**src/rtl/fifo_pkg.sv**
```systemverilog
// Shared helpers for the synchronous circular FIFO: pointer sizing and parameter legality.
package fifo_pkg;

    localparam int MIN_DEPTH = 2;

    function automatic int ptr_width(input int depth);
        return $clog2(depth) + 1;
    endfunction

    function automatic bit is_pow2(input int value);
        return (value > 0) && ((value & (value - 1)) == 0);
    endfunction

    function automatic bit params_legal(input int depth, input int afull, input int aempty);
        return (depth >= MIN_DEPTH) && is_pow2(depth) &&
               (afull >= 1) && (afull <= depth) &&
               (aempty >= 0) && (aempty <= depth - 1);
    endfunction

endpackage

```
**src/rtl/fifo_sync_ram.sv**
```systemverilog
// WIDTH x DEPTH storage with one synchronous write port and one asynchronous read port.
module fifo_sync_ram #(
    parameter int  WIDTH      = 8,
    parameter int  DEPTH      = 16,
    localparam int ADDR_WIDTH = $clog2(DEPTH)
) (
    input  logic                  clk_in,
    input  logic                  we_in,
    input  logic [ADDR_WIDTH-1:0] waddr_in,
    input  logic [WIDTH-1:0]      wdata_in,
    input  logic [ADDR_WIDTH-1:0] raddr_in,
    output logic [WIDTH-1:0]      rdata_out
);

    logic [WIDTH-1:0] mem_q [DEPTH];

    // NOTE: storage has no reset so it maps onto plain RAM; sequential writes use <= only.
    always_ff @(posedge clk_in) begin
        if (we_in) begin
            mem_q[waddr_in] <= wdata_in;
        end
    end

    assign rdata_out = mem_q[raddr_in];

endmodule

```
**src/rtl/fifo_sync_circular.sv**
```systemverilog
// Single-clock circular FIFO with occupancy, thresholds, sticky error flags and flush.
// Define FIFO_SYNC_FWFT_EN for first-word-fall-through reads; default is a registered read.
module fifo_sync_circular
    import fifo_pkg::*;
#(
    parameter int  DEPTH         = 16,
    parameter int  WIDTH         = 8,
    parameter int  AFULL_THRESH  = DEPTH - 2,
    parameter int  AEMPTY_THRESH = 2,
    localparam int PTR_WIDTH     = ptr_width(DEPTH)
) (
    input  logic                 clk_in,
    input  logic                 rst_in,
    input  logic                 flush_in,
    input  logic                 write_in,
    input  logic [WIDTH-1:0]     data_write_in,
    input  logic                 read_in,
    output logic [WIDTH-1:0]     data_read_out,
    output logic                 valid_out,
    output logic                 full_out,
    output logic                 empty_out,
    output logic                 almost_full_out,
    output logic                 almost_empty_out,
    output logic [PTR_WIDTH-1:0] count_out,
    output logic                 overflow_out,
    output logic                 underflow_out
);

    localparam int ADDR_WIDTH = PTR_WIDTH - 1;
    localparam logic [PTR_WIDTH-1:0] AFULL_LVL  = PTR_WIDTH'(AFULL_THRESH);
    localparam logic [PTR_WIDTH-1:0] AEMPTY_LVL = PTR_WIDTH'(AEMPTY_THRESH);
    localparam logic [PTR_WIDTH-1:0] PTR_ONE    = PTR_WIDTH'(1);

    if (!params_legal(DEPTH, AFULL_THRESH, AEMPTY_THRESH)) begin : g_bad_params
        $error("fifo_sync_circular: illegal DEPTH or threshold parameters");
    end

    logic [PTR_WIDTH-1:0] wptr_q, wptr_d, rptr_q, rptr_d, count;
    logic                 overflow_q, overflow_d, underflow_q, underflow_d;
    logic                 full, empty, wr_accept, rd_accept;
    logic [WIDTH-1:0]     ram_rdata;

    assign count     = wptr_q - rptr_q;
    assign full      = (wptr_q[PTR_WIDTH-1] != rptr_q[PTR_WIDTH-1]) &&
                       (wptr_q[ADDR_WIDTH-1:0] == rptr_q[ADDR_WIDTH-1:0]);
    assign empty     = (wptr_q == rptr_q);
    assign wr_accept = write_in && !full && !flush_in;
    assign rd_accept = read_in && !empty && !flush_in;

    always_comb begin
        // NOTE: every output of this block gets a default first so no latch is inferred.
        wptr_d      = wptr_q;
        rptr_d      = rptr_q;
        overflow_d  = overflow_q;
        underflow_d = underflow_q;
        if (flush_in) begin
            wptr_d      = '0;
            rptr_d      = '0;
            overflow_d  = 1'b0;
            underflow_d = 1'b0;
        end else begin
            if (wr_accept)          wptr_d      = wptr_q + PTR_ONE;
            if (rd_accept)          rptr_d      = rptr_q + PTR_ONE;
            if (write_in && full)   overflow_d  = 1'b1;
            if (read_in && empty)   underflow_d = 1'b1;
        end
    end

    always_ff @(posedge clk_in) begin
        if (rst_in) begin
            wptr_q      <= '0;
            rptr_q      <= '0;
            overflow_q  <= 1'b0;
            underflow_q <= 1'b0;
        end else begin
            wptr_q      <= wptr_d;
            rptr_q      <= rptr_d;
            overflow_q  <= overflow_d;
            underflow_q <= underflow_d;
        end
    end

    fifo_sync_ram #(
        .WIDTH (WIDTH),
        .DEPTH (DEPTH)
    ) u_ram (
        .clk_in    (clk_in),
        .we_in     (wr_accept && !rst_in),
        .waddr_in  (wptr_q[ADDR_WIDTH-1:0]),
        .wdata_in  (data_write_in),
        .raddr_in  (rptr_q[ADDR_WIDTH-1:0]),
        .rdata_out (ram_rdata)
    );

`ifdef FIFO_SYNC_FWFT_EN
    assign data_read_out = ram_rdata;
    assign valid_out     = !empty;
`else
    logic [WIDTH-1:0] rdata_q, rdata_d;
    logic             valid_q, valid_d;

    // Output register holds the last word read until the next accepted read.
    always_comb begin
        rdata_d = rdata_q;
        valid_d = rd_accept;
        if (rd_accept) rdata_d = ram_rdata;
    end

    always_ff @(posedge clk_in) begin
        if (rst_in) begin
            rdata_q <= '0;
            valid_q <= 1'b0;
        end else begin
            rdata_q <= rdata_d;
            valid_q <= valid_d;
        end
    end

    assign data_read_out = rdata_q;
    assign valid_out     = valid_q;
`endif

    assign full_out         = full;
    assign empty_out        = empty;
    assign count_out        = count;
    assign almost_full_out  = (count >= AFULL_LVL);
    assign almost_empty_out = (count <= AEMPTY_LVL);
    assign overflow_out     = overflow_q;
    assign underflow_out    = underflow_q;

endmodule

```
**config.mk**
```make
export PLATFORM = sky130hd
export DESIGN_NAME = fifo_sync_circular
export DESIGN_NICKNAME = d
export VERILOG_FILES = /design/src/rtl/fifo_pkg.sv /design/src/rtl/fifo_sync_ram.sv /design/src/rtl/fifo_sync_circular.sv
export SDC_FILE = /design/constraint.sdc
export NUM_CORES = 1
export LEC_CHECK = 0
export CAP_MARGIN = 20
export CORE_ASPECT_RATIO = 1.1
export CORE_MARGIN = 3
export CORE_UTILIZATION = 30
export DETAILED_ROUTE_END_ITERATION = 12
export GPL_TIMING_DRIVEN = 0
export PLACE_DENSITY = 0.51
export SETUP_SLACK_MARGIN = 0.02
export SLEW_MARGIN = 20
export SYNTH_ARGS = -nofsm -noshare
export SYNTH_HDL_FRONTEND = slang
export SYNTH_HIERARCHICAL = 1
export SYNTH_SLANG_ARGS = --single-unit
```
**constraint.sdc**
```tcl
create_clock -name clk_in -period 2.7 [get_ports clk_in]
set_input_delay 0.405 -clock clk_in [delete_from_list [all_inputs] [get_ports clk_in]]
set_output_delay 0.405 -clock clk_in [all_outputs]
set_load 0.02 [all_outputs]
```
## After elaboration in Yosys (flattened, before gate mapping)

Memories as Yosys holds them, arrays and structs flattened. A register that Yosys moved wholly into a read port is not among the register bits.
Cells that the tools add are included.

| cells by class | value |
|---|---|
| order comparisons | 2 |
| eq/ne operators | 3 |
| muxes and demuxes | 2 |
| $add $sub $neg | 3 |
| reduce and logical (&&, ||, !) cells | 13 |

Operators by type and width:

| kind | number |
|---|---|
| $add 5x1->5 const B | 2 |
| $logic_and 1x1->1 | 8 |
| $eq 5x5->1 | 1 |
| $ge 5x4->1 const B | 1 |
| $le 5x2->1 const B | 1 |
| $sub 5x5->5 | 1 |
| $eq 4x4->1 | 1 |
| $logic_not 1->1 | 4 |
| $mux 1 | 2 |
| $reduce_or 2->1 | 1 |
| $ne 1x1->1 | 1 |

| word-level totals | value |
|---|---|
| word-level logic and storage cells | 29 |
| bits in registers | 13 |
| output and inout bits | 20 |
| memories | 1 |
| memory bits (writable) | 128 |
| input port bits | 13 |

Memory list:

| memory | depth | width | read ports | clocked after Yosys merged registers in | wr ports | line | source |
|---|---|---|---|---|---|---|---|
| u_ram.mem_q | 16 | 8 | 1 | 1 | 1 | fifo_sync_ram.sv:15 | `logic [WIDTH-1:0] mem_q [DEPTH];` |

## Depth between registers and ports, before layout

Gate-level depths: netlist of run 1.

| depth | value |
|---|---|
| depth in word-level cells | 8 |
| depth in mapped cells | 8 |
| mapped depth without buffers | 8 |

## Cells and area by module

Netlist of run 1, hierarchy kept.

By module, submodules not included:

| module | times used | cells each | area an instance (µm²) | sequential area each (µm²) |
|---|---|---|---|---|
| fifo_sync_ram | 1 | 221 | 4,987.3 | 3,843.7 |
| fifo_sync_circular | 1 | 109 | 1,028.5 | 420.4 |

## Worst setup path before layout of run 1

No wires, ideal clock.

| path | value |
|---|---|
| path type | reg2out |
| start | register wptr_q[0] |
| end | output port almost_empty_out |
| stages on the path, launching flop included | 9 |
| data required time | 2.295 ns |
| arrival | 2.462 ns |
| path buffers | 0 |
| path slack | -0.167 ns |
| cells stage by stage | dfxtp_1 inv_1 ha_1 inv_1 fa_1 a21o_1 a21oi_1 xnor2_1 a2111oi_1 |

| on the way | value |
|---|---|
| cells in the longest elaborated chain, start to end | 2 |

RTL lines:

| what | line | source |
|---|---|---|
| start: declaration | fifo_sync_circular.sv:38 | `logic [PTR_WIDTH-1:0] wptr_q, wptr_d, rptr_q, rptr_d, count;` |
| start signal: assignment | fifo_sync_circular.sv:76 | `wptr_q <= wptr_d;` |
| $sub 5x5->5 | fifo_sync_circular.sv:43 | `assign count = wptr_q - rptr_q;` |
| net count_out[4] | fifo_sync_circular.sv:24 | `output logic [PTR_WIDTH-1:0] count_out,` |
| $le 5x2->1 | fifo_sync_circular.sv:127 | `assign almost_empty_out = (count <= AEMPTY_LVL);` |
| end: declaration | fifo_sync_circular.sv:23 | `output logic almost_empty_out,` |

The timed path passes the listed nets, and every way through them passes these cells.

## Final worst setup path of run 1

| path | value |
|---|---|
| start | register rptr_q[0] |
| end | output port almost_empty_out |

| on the way | value |
|---|---|
| cells in the longest elaborated chain, start to end | 2 |

RTL lines:

| what | line | source |
|---|---|---|
| start: declaration | fifo_sync_circular.sv:38 |  |
| start signal: assignment | fifo_sync_circular.sv:77 | `rptr_q <= rptr_d;` |
| $sub 5x5->5 | fifo_sync_circular.sv:43 |  |
| $le 5x2->1 | fifo_sync_circular.sv:127 |  |

Every way passes these cells.

==> results.ini, run 1 <==
[drt]
route.vias.total=3280
routed_via_density=4.99
routed_wl_um=13500
avgRoutedWirePerCell_um=20.6
remaining_drc_errors=0
ant_nets=0
drt-initial-drc-count=189
drt_first_pass_iters=5

[clock_tree]
cts_tree=built
maximum_level_of_the_cts_h_tree=4
root_buffer=clkbuf_16
clock_insertion_delay_worst_skew_ns=0.42
cts_buffers=17
clock_sinks=149
number_of_buffers_inserted_for_hold_repair_after_clock_tree_synthesis=0
cts.clk_slew.worst_paths_ns=0.06
cts.path.max_buffers=2

[floorplan]
floorplan.io_pins=33
die_area_sq_um=21800
core-area_sq_um=19400
floorplan.initialDensity_pct=31.0
fp.dieH_um=155
fp.dieW_um=141
rows=53

[yosys]
synth-warning-count=6
synth_top_family_by_area=multiplexers
synth_xor_area_share_pct=1.58
synth_fp_nets=350
netlist_top_cells_area=edfxtp_1 64%, dfxtp_1 7.0%, mux4_2 6.7%
sequential_area_share_after_synthesis_pct=70.9
synth.ff_latch_count=149
synth_largest_type_area_fraction_pct=63.9
synth_cells=330
syn_area_per_cell_sq_um=18.2
synthesized_area_sq_um=6020
post_synth_and_or_nand_nor_area_fraction_pct=5.24
synth_fa_ha_area_share_pct=1.58
synth_compound_gate_area_share_pct=4.14
yosysUniqueCellTypes=43
synth_mux_area_share_pct=14.5
synth_top_cell_by_area=edfxtp_1

[sta]
fmax_ghz=0.387
finalMaxSlewViolations=0
fin_setup_tns_ns=0
final.setup_skew_ns=0.0146
fin_hold_ws_ns=0.439
final_hold_viol_count=0
slack_of_the_critical_path_ns=0.118
final_period_minus_worst_setup_slack_ns=2.58
finalSetupViolCount=0
period_share_pct=95.6
unrepaired_setup_endpoints_after_global_routing=true
worstMarginPinSlew_ns=0.762
maxSlewHeadroom_pct=49.0

[grt]
grt.overflow.total=0
vias_in_the_first_global_route=3399
grt_pass1_wl_um=20700
pin_count_of_the_biggest_net_entering_global_routing=17
antenna_found_initial=0
global_route.usage.total_pct=13.0

[final_layout]
layout-drive-gt1-share_pct=28.8
n_antenna_cell=0
areaGrowthSynthToFinish_pct=25.9
layout_common_cells=128 x edfxtp_1, 24 x clkdlybuf4s50_1, 19 x nor2_1
layout_commonest_cell=edfxtp_1
nets=417

[setup_path]
worst_path_fanout_max=4
cp_num_buf_inv=2
worstSetupPathDepth=8
type_of_element_capturing_the_critical_path=primary output
regToRegStartpoint=wptr_q[3]
cp_data_arrival_time_ns=2.18
path_type_of_the_worst_setup_path=reg -> out
critical_path.reg2reg.endpoint=u_ram/mem_q[4][4]
worstSetupStartpointType=register
critical_path.top_delay_family=compound AO/OA/AOI/OAI gates
regToRegSetupSlack_ns=0.13
rr_worst_depth=7
timing.critical_path.slowest_cell_delay_ns=0.38
worst_path_max_delay_cell=dfxtp_4
worst_path_required_time_ns=2.30
cp_cell_sequence=ha_4 > inv_4 > fa_2 > a21o_1 > a21oi_2 > xnor2_2 > a2111oi_2 > buf_2

[power_and_ir_drop]
total_power_w=0.00494
leakage_power_figure_nw=2.50
max-vdd-ir-drop_mv=0.433
power-per-cell-area_nw_per_um2=652

[worst_hold_path]
hp-class=in -> reg
min-delay-start=rst_in
worst_hold_path.num_cells=2
hold_path_end=data_read_out[0]

[placement]
detailedPlace.worstSlack_ns=-0.804
post-dp-hpwl_um=8640
finalWeightedCongestion=0.769
portBuffers=31

[run_status]
run_status=finished clean

[run]
number_of_max_cap_violations=0

[sequential cells by signal, indices dropped and copies added (netlist names)]
signal,cells
data_read_out,8
overflow_out,1
rptr_q,5
u_ram/mem_q,128
underflow_out,1
valid_out,1
wptr_q,5
[worst max-delay path by stage]
stage                   start            endpoint
floorplan           wptr_q[0]   u_ram/mem_q[1][0]
global placement     flush_in   u_ram/mem_q[4][2]
detailed placement   flush_in   u_ram/mem_q[2][4]
CTS                 rptr_q[0]    almost_empty_out
global route        rptr_q[3]  u_ram/mem_q[14][7]
finish              rptr_q[0]    almost_empty_out
[where the power goes]
part,internal (W),switching (W),total [W]
logic,0.0000625,0.0000862,0.000149
registers,0.00250,0.00000527,0.00251
clock network,0.00136,0.000922,0.00229
total,0.00393,0.00101,0.00494
[per-stage QoR]
stage	std cells	utilization [%]	area, sq um
2_1_floorplan	330	-	6030
3_3_place_gp	608	34.2	6650
3_5_place_dp	611	34.4	6690
4_1_cts	649	38.2	7410
5_1_grt	657	39.0	7570
6_report	657	39.0	7570
[metal layers]
| layer | share of wire (%) | track usage [%] |
|---|---|---|
| met1 | 42 | 16.6 |
| met2 | 50 | 21.3 |
| met4 | 1.0 | 4.11 |
| met5 | 0 | 0 |
| met3 | 6.1 | 4.11 |
[synthesized netlist by cell type]
cell               n
edfxtp_1         128
nor2_1            34
dfxtp_1           21
mux4_2            18
a22oi_1           16
mux4_1            14
nand2_1           11
mux2i_1           10
a21oi_1            6
ha_1               6
inv_1              6
xnor2_1            5
nor3_1             4
xor2_1             4
buf_2              3
buf_6              3
clkdlybuf4s25_2    3
nand3b_1           3
o21ai_0            3
or3_1              3
a21o_1             2
buf_4              2
clkbuf_1           2
nand2b_1           2
nand3_1            2
nor2b_1            2
a2111oi_1          1
a2111oi_2          1
a211oi_1           1
a31o_1             1
a31oi_1            1
and2_1             1
and2b_1            1
and3_1             1
and4_1             1
fa_1               1
nand4_1            1
o211ai_1           1
o21ai_1            1
o21ai_2            1
or2_2              1
or3b_2             1
xnor2_2            1
[what timing repair did]
| item | CTS | global route |
|---|---|---|
| pin swaps | 5 | 11 |
| endpoints found under the setup margin | 132 | 107 |
| setup buffers | 6 | 8 |
| resized for setup | 47 | 20 |
[area by class of cell]
type,count,area (sq um)
Timing Repair Buffer,48,499
Clock buffer,17,425
Clock inverter,15,153
Tap cell,247,309
Buffer,13,101
Fill cell,1800,11900
Multi-Input combinational cell,162,1770
Sequential cell,149,4290
Inverter,6,27.5
[logic make-up (layout without fill, tap and decap cells)]
| family | Yosys count | in the layout |
|---|---|---|
| multiplexers | 42 | 42 |
| adder cells (fa/ha/maj) | 7 | 7 |
| XOR/XNOR | 10 | 10 |
| AND/OR/NAND/NOR | 68 | 68 |
| buffers and inverters | 19 | 99 |
| AO/OA/AOI/OAI | 35 | 35 |
| flip-flops | 149 | 149 |
(Power assumes the default switching activity.)
==> run 2, diff against run 1 <==
MAX_ROUTING_LAYER = met4   (was not set)
PLACE_DENSITY = not set   (was 0.51)
==> run 2 against run 1 <==
Worst hold slack got worse by 0.067 ns. Setup slack got worse by 0.083 ns. Total power increased by 6.0%. Routed wire length decreased by 1.8%. Clock-buffer cell count increased by 2. Highest routed layer unchanged. First-iteration DRC count increased by 73%. Flip-flop and latch count unchanged. Clock skew about the same. Via count decreased by 0.55%. Register-to-register slack about the same.
==> results.ini, run 2 (synthesis gave the netlist of run 1 again) <==
[worst_hold_path]
worst_hold_path.num_cells=2  ; unchanged
min-delay-start=rst_in
hold_path_end=data_read_out[0]
hp-class=in -> reg

[sta]
maxSlewHeadroom_pct=47.2  ; -1.8 points
fin_hold_ws_ns=0.372  ; -0.0666 ns
finalMaxSlewViolations=0  ; unchanged
final_period_minus_worst_setup_slack_ns=2.66  ; +0.0829 ns
final.setup_skew_ns=0.0147  ; +0.0000860 ns
worstMarginPinSlew_ns=0.790  ; +0.0273 ns
slack_of_the_critical_path_ns=0.0352  ; -0.0829 ns
fmax_ghz=0.375  ; -3.1%
unrepaired_setup_endpoints_after_global_routing=true
period_share_pct=98.7  ; +3.1 points
finalSetupViolCount=0  ; unchanged
fin_setup_tns_ns=0  ; unchanged
final_hold_viol_count=0  ; unchanged

[clock_tree]
clock_sinks=149  ; unchanged
cts_buffers=17  ; unchanged
clock_insertion_delay_worst_skew_ns=0.43  ; about the same
cts_tree=built
cts.clk_slew.worst_paths_ns=0.06  ; about the same
cts.path.max_buffers=2  ; unchanged
root_buffer=clkbuf_16
number_of_buffers_inserted_for_hold_repair_after_clock_tree_synthesis=0  ; unchanged
maximum_level_of_the_cts_h_tree=4  ; unchanged

[grt]
grt.overflow.total=0  ; unchanged
vias_in_the_first_global_route=3428  ; +0.85%
antenna_found_initial=0  ; unchanged
grt_pass1_wl_um=20300  ; -1.9%
global_route.usage.total_pct=13.1  ; +0.094 points
pin_count_of_the_biggest_net_entering_global_routing=17  ; unchanged

[final_layout]
most_flop_heavy_register=u_ram/mem_q
final_cell_count_no_fill=659  ; +0.30%
largest_register_ffs=128  ; unchanged
n_antenna_cell=0  ; unchanged
final.fill_count=1692  ; -6.0%
layout_commonest_cell=edfxtp_1
nets=420  ; +0.72%
layout_common_cells=128 x edfxtp_1, 24 x clkdlybuf4s50_1, 19 x nor2_1
areaGrowthSynthToFinish_pct=29.1
layout-drive-gt1-share_pct=27.9  ; -0.87 points

[floorplan]
floorplan.initialDensity_pct=31.0  ; unchanged
floorplan.io_pins=33  ; unchanged
rows=53  ; unchanged
die_area_sq_um=21800  ; unchanged
core-area_sq_um=19400  ; unchanged
fp.dieH_um=155  ; unchanged
fp.dieW_um=141  ; unchanged

[setup_path]
worst_path_fanout_max=3  ; -1
cp_data_arrival_time_ns=2.26  ; +0.08 ns
path_type_of_the_worst_setup_path=reg -> out
rr_worst_depth=7  ; unchanged
worst_path_required_time_ns=2.30  ; about the same
cp_cell_sequence=inv_4 > ha_4 > inv_2 > fa_2 > a21o_1 > a21oi_2 > xnor2_2 > buf_4 > a31o_1 > buf_6
critical_path.reg2reg.endpoint=u_ram/mem_q[10][7]
type_of_element_capturing_the_critical_path=primary output
regToRegSetupSlack_ns=0.14  ; about the same
regToRegStartpoint=rptr_q[1]
timing.critical_path.slowest_cell_delay_ns=0.36  ; -0.02 ns
worst_path_max_delay_cell=fa_2
worstSetupStartpointType=register

[drt]
ant_nets=0  ; unchanged
remaining_drc_errors=0  ; unchanged
avgRoutedWirePerCell_um=20.2  ; -2.1%
drt_first_pass_iters=4  ; -1
route.vias.total=3262  ; -0.55%
drt-initial-drc-count=327  ; +73%
routed_wl_um=13300  ; -1.8%
routed_via_density=4.95  ; -0.85%

[run]
number_of_max_cap_violations=0  ; unchanged

[power_and_ir_drop]
leakage_power_figure_nw=2.56  ; +2.1%
power-per-cell-area_nw_per_um2=675  ; +3.4%
max-vdd-ir-drop_mv=0.427  ; -1.3%

[run_status]
run_status=finished clean

[placement]
post-dp-hpwl_um=8350  ; -3.3%
place.detailed.instances=608  ; -0.49%
portBuffers=31  ; unchanged
finalWeightedCongestion=0.796  ; +3.5%
detailedPlace.worstSlack_ns=-0.742  ; +0.0628 ns

## run 2: changes by cell type in the layout (fill, tap and decap cells not counted), sizes merged
cell         delta
buf             +3
bufinv          +4
clkbuf          +1
clkinv          -2
clkinvlp        -1
dlygate4sd1     -1
dlygate4sd2     +2
inv             -4
## run 2: routing by layer
layer / track usage (%) / part of all wire (%) / vias up
met5: - / 0 / -
met4: 6.51 / 1.8 / 0
met3: 3.71 / 5.5 / 17
met2: 20.6 / 52 / 98
met1: 15.6 / 40 / 1678
li1: - / - / 1469
## run 2: report_power, final
group	leakage (nW)	switching, W	internal (W)
Sequential	1.33	0.00000547	0.00250
Combinational	0.919	0.0000891	0.0000646
Clock	0.311	0.000865	0.00171
Total	2.56	0.000960	0.00428
## run 2: worst max-delay path by stage
stage                          from  slack (ns)                  to
final                     wptr_q[0]        0.04     almost_full_out
after global routing      wptr_q[0]       -0.07     almost_full_out
after CTS                 wptr_q[0]        0.03     almost_full_out
after detailed placement   flush_in       -0.74   u_ram/mem_q[1][4]
after global placement     flush_in       -0.76  u_ram/mem_q[12][6]
after floorplan           wptr_q[0]        0.07   u_ram/mem_q[1][0]
## run 2: critical path: cells and delay by family (launching register included)
family          cells  cell delay, ns
compound gates      3            0.55
fa+ha+maj           2            0.48
buf+inv             4            0.38
flops               1            0.35
xor+xnor            1            0.11
## run 2: final cells by class
cell class	count	area [sq um]	area share, %
Sequential cell	149	4290	55.2
Multi-Input combinational cell	162	1800	23.2
Timing Repair Buffer	51	603	7.76
Clock buffer	19	433	5.57
Tap cell	247	309	3.98
Clock inverter	12	209	2.69
Buffer	13	101	1.30
Inverter	6	25.0	0.322
## run 2: metrics by stage
stage / power (W) / area [sq um] / util [%]
after global placement: 0.00269 / 6650 / 34.2
final: 0.00524 / 7770 / 40.0
after CTS: 0.00529 / 7550 / 38.8
after floorplan: 0.00262 / 6030 / -
after global routing: 0.00541 / 7770 / 40.0
after detailed placement: 0.00270 / 6660 / 34.3
## run 2: what timing repair did
item / in CTS / in global routing
setup endpoints to repair: 136 / 117
endpoints found under the hold margin: 0 / 0
buffers inserted: 9 / 11
pin swaps: 11 / 11
resized for setup: 57 / 10
==> patch: new RTL, flow settings as in run 1 <==
Build with the macro `FIFO_SYNC_FWFT_EN` defined.
--- a/src/rtl/fifo_sync_circular.sv
+++ b/src/rtl/fifo_sync_circular.sv
@@ -1,5 +1,7 @@
 // Single-clock circular FIFO with occupancy, thresholds, sticky error flags and flush.
 // Define FIFO_SYNC_FWFT_EN for first-word-fall-through reads; default is a registered read.
+`define FIFO_SYNC_FWFT_EN
+
 module fifo_sync_circular
     import fifo_pkg::*;
 #(
Behaviour: not the same (a bounded check fails within 4 cycles, from zero or initial values and one cycle with rst_in high).
==> patch against run 1 <==
- the run now ends with setup timing left
- routed wire length is 9.4% lower
- synthesized area decreased by 4.8%
- highest routed layer unchanged
- power down 6.9%
- synthesized cell count decreased by 8.8%
- sequential cell count shrank 9
- cell area decreased by 5.9%
- critical path type is now reg2reg
- largest power group unchanged
- core utilization down 0.53 points
- worst hold slack better by 28 ps
- die area fell by 4.7%
- largest cell class unchanged
- via count down 9.9%
- worst setup slack lost 170 ps
- sequential share of layout area is 0.96 points higher
==> patch: results (changes against run 1) <==
\begin{tabular}{lr}
\hline
Metric & Value \\
\hline
\multicolumn{2}{l}{\textbf{Status}} \\
\quad Run status & complete, but fails checks \\
\quad Violated checks & setup timing \\
\multicolumn{2}{l}{\textbf{Cells and area}} \\
\quad Non-clock buffering overhead in the final layout & 0.0739 (-0.00541) \\
\quad Number of multi-input combinational cells & 143 (-12\%) \\
\multicolumn{2}{l}{\textbf{STA}} \\
\quad Worst slew margin & 0.428 (-0.0618) \\
\quad Final-report setup violation count & 9 (+9) \\
\quad Worst clock skew & 6.97 ps (-7.61 ps) \\
\quad Final worst slack & -55.8 ps (-174 ps) \\
\multicolumn{2}{l}{\textbf{Pwr}} \\
\quad Psw & 984 µW (-2.8\%) \\
\quad Worst voltage drop across the vdd grid & 409 µV (-5.6\%) \\
\multicolumn{2}{l}{\textbf{Placed design}} \\
\quad RePlAce Congestion & 0.826 (+7.4\%) \\
\quad Buffers on Ports & 32 (+3.2\%) \\
\quad Post-Place Worst Slack & -756 ps (+48.1 ps) \\
\quad DP Cell Count & 576 (-5.7\%) \\
\quad Final HPWL DP & 7710 µm (-11\%) \\
\quad DP Area & 0.00637 mm² (-4.8\%) \\
\multicolumn{2}{l}{\textbf{Global routing}} \\
\quad Global router's overall resource usage & 0.124 (-0.00603) \\
\multicolumn{2}{l}{\textbf{Worst setup path}} \\
\quad Data arrival at the endpoint of the critical path & 2790 ps (+610 ps) \\
\quad Critical Path Fanout Max & 8 (+4) \\
\quad Slowest CP cell & nor3\_2 \\
\multicolumn{2}{l}{\textbf{Detailed routing}} \\
\quad DRC violation total after the first TritonRoute iteration & 175 (-7.4\%) \\
\quad First-pass detailed-route iteration total & 4 (-1) \\
\multicolumn{2}{l}{\textbf{Synthesis}} \\
\quad Netlist cell types & 40 (-7.0\%) \\
\quad Portion of the post-synthesis area used by sequential elements & 0.713 (+0.00462) \\
\quad Mean instance size in the synthesized netlist & 19.0 µm² (+4.3\%) \\
\quad Commonest cells in the netlist & 128 x edfxtp\_1, 25 x nor2\_1, 18 x mux4\_2 \\
\hline
\end{tabular}
-- patch: cell families (layout without fill, tap and decap cells) --
logic type	count (synthesis)	after routing	synth area share
fa+ha+maj	7	7	0.0166
compound gates	35	35	0.0431
flops	140	140	0.713
mux	34	34	0.139
simple gates	57	57	0.0501
xor+xnor	10	10	0.0179
buf+inv	18	91	0.0203
-- patch: what timing repair did --
item,CTS,global route
buffers inserted,5,5
cloned,0,0
endpoints found under the hold margin,0,0
gates resized for setup,96,19
pin swaps,12,8
setup endpoints to repair,145,39
-- patch: path summary, 6_finish.rpt --
| check | slack (ps) | startpoint | end | depth (start not counted) |
|---|---|---|---|---|
| worst min-delay path | 470 | overflow_out | overflow_out | 2 |
| worst max register to register | -60 | wptr_q[3] | u_ram/mem_q[8][5] | 6 |
| worst min register to register | 470 | overflow_out | overflow_out | 2 |
| worst max-delay path | -60 | wptr_q[3] | u_ram/mem_q[8][5] | 6 |
-- patch: worst max-delay path: cells and delay by family, from the launching register on --
| kind | cells | cell delay (ps) |
|---|---|---|
| simple gates | 4 | 1360 |
| flops | 1 | 530 |
| fa+ha+maj | 1 | 360 |
| compound gates | 1 | 130 |
-- patch: per-layer routing --
layer  vias to the layer above  track usage
li1                       1354            -
met1                      1515        0.170
met2                        70        0.190
met3                        15       0.0375
met4                         0       0.0405
met5                         -            0
-- patch: power by group through the flow --
| stage | Combinational [µW] | Sequential, µW | Clock, µW |
|---|---|---|---|
| after CTS | 193 | 2370 | 2090 |
| after global placement | 172 | 2420 | 0 |
| after floorplan | 79.3 | 2420 | 0 |
| after detailed placement | 176 | 2420 | 0 |
| after global routing | 208 | 2370 | 2180 |
| final | 193 | 2370 | 2030 |
